<file path="src/rtl/piho_pkg.sv">
// Shared types and constants for the PIHO run controller.
package piho_pkg;

  typedef enum logic [2:0] {
    IDLE,
    SEED,
    RESET,
    RUN,
    SETTLE,
    DONE
  } state_t;

  localparam logic [31:0] LFSR_TAPS  = 32'h8020_0003;
  localparam int          SEED_WORDS = 15;
  localparam int          SEED_BITS  = 480;

  // An all-zero Galois LFSR is stuck forever, so zero is mapped to 1.
  function automatic logic [31:0] lfsr_nonzero(input logic [31:0] value);
    return (value == 32'h0) ? 32'h1 : value;
  endfunction

  function automatic logic [31:0] lfsr_step(input logic [31:0] state);
    logic [31:0] shifted;
    shifted = state >> 1;
    return lfsr_nonzero(state[0] ? (shifted ^ LFSR_TAPS) : shifted);
  endfunction

endpackage

</file>
<file path="src/rtl/piho_seed_lfsr.sv">
// 32-bit Galois LFSR seed source; word is the state the next advance will produce.
module piho_seed_lfsr
  import piho_pkg::*;
#(
  parameter logic [31:0] SEED_INIT = 32'h1D87_2B41
) (
  input  logic        clk,
  input  logic        rst,
  input  logic        load,
  input  logic [31:0] load_value,
  input  logic        advance,
  output logic [31:0] word
);

  logic [31:0] state;

  assign word = lfsr_step(state);

  always_ff @(posedge clk or negedge rst) begin
    if (!rst) begin
      state <= lfsr_nonzero(SEED_INIT);
    end else if (load) begin
      state <= lfsr_nonzero(load_value);
    end else if (advance) begin
      state <= word;
    end
  end

endmodule

</file>
<file path="src/rtl/piho_run_ctrl.sv">
// Host-side run controller for the 16-unit PIHO array: seeds, resets, runs and returns results.
// Optional RUN-state timeout is enabled with PIHO_CTRL_TIMEOUT_EN.
module piho_run_ctrl
  import piho_pkg::*;
#(
  parameter logic [31:0] SEED_INIT      = 32'h1D87_2B41,
  parameter int          RST_CYCLES     = 16,
  parameter int          SETTLE_CYCLES  = 4,
  parameter logic [31:0] TIMEOUT_CYCLES = 32'hFFFF_FFFF
) (
  input  logic         clk,
  input  logic         rst,
  input  logic         start,
  input  logic [31:0]  cfg_conf,
  input  logic [31:0]  cfg_dump,
  output logic [239:0] seed,
  output logic [239:0] seed2,
  output logic [31:0]  MCNconf,
  output logic [31:0]  MCNdump,
  output logic         piho_rst,
  input  logic         finish,
  input  logic [63:0]  x2sumall,
  input  logic [31:0]  looptimes,
  output logic         busy,
  output logic         res_valid,
  input  logic         res_ready,
  output logic [63:0]  res_x2sum,
  output logic [31:0]  res_loops,
  output logic         res_timeout
);

  state_t               state;
  logic [7:0]           cnt;
  logic                 armed;
  logic [SEED_BITS-1:0] seed_all;
  logic [31:0]          lfsr_word;

  assign seed  = seed_all[239:0];
  assign seed2 = seed_all[SEED_BITS-1:240];

  piho_seed_lfsr #(
    .SEED_INIT(SEED_INIT)
  ) u_lfsr (
    .clk       (clk),
    .rst       (rst),
    .load      (1'b0),
    .load_value(SEED_INIT),
    .advance   (state == SEED),
    .word      (lfsr_word)
  );

`ifdef PIHO_CTRL_TIMEOUT_EN
  logic [31:0] tcnt;
`else
  assign res_timeout = 1'b0;
`endif

  always_ff @(posedge clk or negedge rst) begin
    if (!rst) begin
      state     <= IDLE;
      cnt       <= 8'd0;
      armed     <= 1'b0;
      seed_all  <= '0;
      MCNconf   <= 32'd0;
      MCNdump   <= 32'd0;
      piho_rst  <= 1'b1;
      busy      <= 1'b0;
      res_valid <= 1'b0;
      res_x2sum <= 64'd0;
      res_loops <= 32'd0;
`ifdef PIHO_CTRL_TIMEOUT_EN
      res_timeout <= 1'b0;
      tcnt        <= 32'd0;
`endif
    end else begin
      case (state)
        IDLE: begin
          if (start) begin
            MCNconf <= cfg_conf;
            MCNdump <= cfg_dump;
            busy    <= 1'b1;
            cnt     <= 8'd0;
            state   <= SEED;
          end
        end
        SEED: begin
          seed_all[{cnt[3:0], 5'd0} +: 32] <= lfsr_word;
          if (cnt == 8'(SEED_WORDS - 1)) begin
            cnt   <= 8'd0;
            state <= RESET;
          end else begin
            cnt <= cnt + 8'd1;
          end
        end
        // cnt reaches RST_CYCLES on the edge that releases the array.
        RESET: begin
          armed <= 1'b0;
`ifdef PIHO_CTRL_TIMEOUT_EN
          tcnt  <= 32'd0;
`endif
          if (cnt == 8'(RST_CYCLES)) begin
            piho_rst <= 1'b0;
            cnt      <= 8'd0;
            state    <= RUN;
          end else begin
            piho_rst <= 1'b1;
            cnt      <= cnt + 8'd1;
          end
        end
        RUN: begin
          if (!finish) begin
            armed <= 1'b1;
          end
          if (finish && armed) begin
            cnt   <= 8'd0;
            state <= SETTLE;
          end
`ifdef PIHO_CTRL_TIMEOUT_EN
          else if (tcnt == TIMEOUT_CYCLES - 32'd1) begin
            res_x2sum   <= x2sumall;
            res_loops   <= looptimes;
            res_timeout <= 1'b1;
            res_valid   <= 1'b1;
            state       <= DONE;
          end
          tcnt <= tcnt + 32'd1;
`endif
        end
        SETTLE: begin
          if (cnt == 8'(SETTLE_CYCLES - 1)) begin
            res_x2sum <= x2sumall;
            res_loops <= looptimes;
`ifdef PIHO_CTRL_TIMEOUT_EN
            res_timeout <= 1'b0;
`endif
            res_valid <= 1'b1;
            state     <= DONE;
          end else begin
            cnt <= cnt + 8'd1;
          end
        end
        DONE: begin
          if (res_ready) begin
            res_valid <= 1'b0;
            busy      <= 1'b0;
            state     <= IDLE;
          end
        end
        default: state <= IDLE;
      endcase
    end
  end

endmodule

</file>
<file path="config.mk">
export PLATFORM = sky130hd
export DESIGN_NAME = piho_run_ctrl
export DESIGN_NICKNAME = d
export VERILOG_FILES = /design/src/rtl/piho_pkg.sv /design/src/rtl/piho_seed_lfsr.sv /design/src/rtl/piho_run_ctrl.sv
export SDC_FILE = /design/constraint.sdc
export NUM_CORES = 1
export LEC_CHECK = 0
export ABC_AREA = 1
export BUFFER_PORTS_ARGS = -buffer_cell sky130_fd_sc_hd__buf_2
export CORE_AREA = 2 2 315 317
export CTS_BUF_LIST = sky130_fd_sc_hd__clkbuf_8
export CTS_CLUSTER_DIAMETER = 50
export DETAILED_ROUTE_END_ITERATION = 8
export DIE_AREA = 0 0 317 319
export HOLD_SLACK_MARGIN = 0.1
export PLACE_DENSITY = 0.61
export SLEW_MARGIN = 15
export SYNTH_ARGS = -nofsm -noshare
export SYNTH_HDL_FRONTEND = slang
export SYNTH_HIERARCHICAL = 1
export SYNTH_SLANG_ARGS = --single-unit
</file>
<file path="constraint.sdc">
create_clock -name clk -period 2.47 [get_ports clk]
set_clock_uncertainty 0.2 [all_clocks]
set_input_delay 0 -clock clk [delete_from_list [all_inputs] [get_ports clk]]
set_output_delay 0 -clock clk [all_outputs]
set_load 0.1 [all_outputs]
</file>
==> flow_summary.ini <==
[status]
outcome = complete, no violations

[layout]
filler_cell_count = 9331
post_route_cells_drive_above_1_share_pct = 26.9
synth_to_final_area_change_pct = 47.2
fin_nets = 4508
design_area_mm2 = 0.0402

[floorplanning]
die_height_um = 319
die_area_mm2 = 0.101
floorplan.rows = 115
fp.dieW_um = 317
floorplan.initialDensity_pct = 27.9
ios = 809
core_region_area_mm2 = 0.0977

[yosys]
syn_area_mm2 = 0.0273
yosys_register_bits = 687
synthesis.area_per_instance_um2 = 9.03
post_synth_num_cell_types = 35
cells_after_synthesis = 3022
synthesis.yosys.warnings = 6
post_synthesis_sequential_area_ratio_pct = 63.1

[timing]
rsz0062_at_grt = no
total_count_of_hold_check_failures_in_the_final_report = 0
setup_viol_count_final = 0
hold_slack_ns = 0.187
slew_headroom_pct = 55.9
fmax_mhz = 425
timing.final.crit_period_ns = 2.35
slew_viol_final = 0
max_slew.worst_pin.slew_ns = 0.661
post_route_setup_tns_ns = 0
layout_worst_path_cycle_share_pct = 95.2

[route]
top_layer_used = met4
met3_wirelength_um = 9090
drtAntennaViolNets = 0
post-route-drc-count = 0
dr.first_iter.drc_count = 2113
met2_length_um = 58200
wl_met1_um = 45200
vias_per_cell = 4.65
via_count = 26676
routedWlPerCell_um = 20.7
routed_wirelength_um = 119000
drt_first_pass_iters = 5

[power_and_ir_drop]
power.density_mw_per_mm2 = 1450
leakage_nw = 21.5
vdd_drop_max_mv = 1.19

[placement]
port_buffers = 807
dp.final_hpwl_um = 78000
place_congestion = 0.856
dpl-instance-area_mm2 = 0.0336

[worst_setup_path]
crit_required_ns = 2.95
reg2reg_slack_ns = 0.12
path_max_fanout = 15
critical_path_class = reg2reg
endpoint_kind = flip-flop
worstSetupStartpointType = flip-flop
timing.critical_path.arrival_ns = 2.83

[global_routing]
number_of_global_route_vias_before_repair = 26416
grt_max_degree = 94
grt_pass1_wl_um = 171000
track_usage_pct = 22.6
overflow = 0
antenna_found_initial = 8

[cts]
cts.reportedPaths.clkPinSlew_ns = 0.06
cts_tree = done
clkSinkCount = 687
cts_buffers = 116
clk-insertion-delay-late_ns = 0.78
h-tree-depth = 3
buffers_from_clock_root_to_sink_at_most = 3
cts.root.buffer_cell = clkbuf_8

[run]
drv_cap = 0

[min_path]
worst_hold_path_type = in2reg
[cells in the mapped netlist, drive strengths merged]
cell    count  area [µm²]
ha          4        50.1
nor3       33         175
nand2    1424        5450
a22oi      29         218
nor2       94         433
nand4      11        68.8
a21oi       1        5.00
nand2b      1        6.26
clkbuf     78         308
o211ai      2        15.0
buf       114         718
nor4        1        6.26
dfrtp     672       16800
conb        2        7.51
xor2        2        17.5
inv        98         373
a21boi      1        7.51
o21bai      1        7.51
nand3     130         661
o21ai     309        1550
dfstp      15         394
[kinds of logic (layout without fill, tap and decap cells)]
group                      Yosys count  count (layout)  share of synthesized area [%]
xor gates and xnor gates             2               2                         0.0642
buffers and inverters              290            1638                           5.13
adders and majority gates            4               4                          0.183
and+or+nand+nor                   1694            1694                           24.9
DFF                                687             687                           63.1
other                                2              77                         0.0275
AOI/OAI and AO/OA                  343             343                           6.59
[routing by layer]
layer	up-vias	global-route usage, %
met3	331	5.07
met4	0	11.0
met1	12940	26.4
met2	1309	38.8
li1	12096	-
met5	-	0
[what timing repair did]
action	CTS	global route
hold endpoints to repair	861	0
hold buffers	388	0
setup endpoints to repair	0	59
resized for setup	0	8
buffers inserted	0	1
[where the power goes]
group	total [mW]	internal [mW]	switching (mW)
combinational	31.2	4.74	26.5
sequential	15.9	14.0	1.83
clock	11.1	6.02	5.04
[area by class of cell]
| cell class | instances | area [µm²] | share of cell area [%] |
|---|---|---|---|
| clock inverters | 59 | 419 | 1.04 |
| multi-input cells | 2109 | 8960 | 22.3 |
| repair buffers | 1327 | 9430 | 23.5 |
| diodes | 11 | 27.5 | 0.0685 |
| well taps | 1287 | 1610 | 4.01 |
| inverters | 98 | 382 | 0.950 |
| clock buffers | 154 | 2120 | 5.28 |
| flip-flops and latches | 687 | 17200 | 42.9 |
[sequential cells by signal, summed over array words and instances (netlist names)]
name,count
res_loops,32
cnt,8
MCNdump,32
res_x2sum,64
seed_all,480
res_valid,1
busy,1
u_lfsr/state,32
MCNconf,32
piho_rst,1
state,3
armed,1
[worst max-delay path, stage by stage (launching register included)]
cell and delay [ns]:
dfrtp_1 0.39, buf_4 0.16, nor2_2 0.12, inv_1 0.08, nor2_2 0.13, nand2_4 0.12
inv_8 0.14, clkbuf_16 0.20, nand2_1 0.05, dlygate4sd3_1 0.57, nand2_1 0.09
[path summary, 6_finish.rpt]
path,from,end,cells past startpoint
max in group asynchronous,rst,res_x2sum[48],5
min in group asynchronous,rst,seed_all[0],4
max reg2reg,state[0],MCNconf[22],10
min reg2reg,seed_all[322],seed_all[322],2
min,res_ready,state[2],7
max,state[0],MCNconf[22],10
[through the flow]
step / std cells / total power [mW] / utilization, % / setup WS (ns)
floorplan: 3086 / 38.9 / - / 0.0649
global placement: 5115 / 45.8 / 34.3 / 0.220
detailed placement: 5115 / 46.0 / 34.3 / 0.174
CTS: 5716 / 57.8 / 40.9 / 0.0224
global route: 5732 / 60.3 / 41.1 / 0.0135
finish: 5732 / 58.2 / 41.1 / 0.118
[placed cells by master, fill, tap and decap left out, types with 3 or more instances in the layout]
cell           count
nor3_2             3
clkbuf_8         154
nand3_1          128
buf_4             95
nand2_4           13
nor2_4             6
inv_2             13
nand2_1         1400
dlygate4sd3_1    387
nor2_1            81
inv_1            115
a22oi_1           29
ha_1               3
clkinv_2           7
buf_2            806
buf_12            32
nor2_2             5
nor3_1            30
o21ai_0          258
o21ai_1           51
dfrtp_1          672
nand4_1           11
nand2_2           11
clkbuf_16          4
diode_2           11
clkinvlp_4         9
bufinv_16          4
dfstp_2           15
conb_1            66
Note: power is estimated with default switching activity, not from simulation.
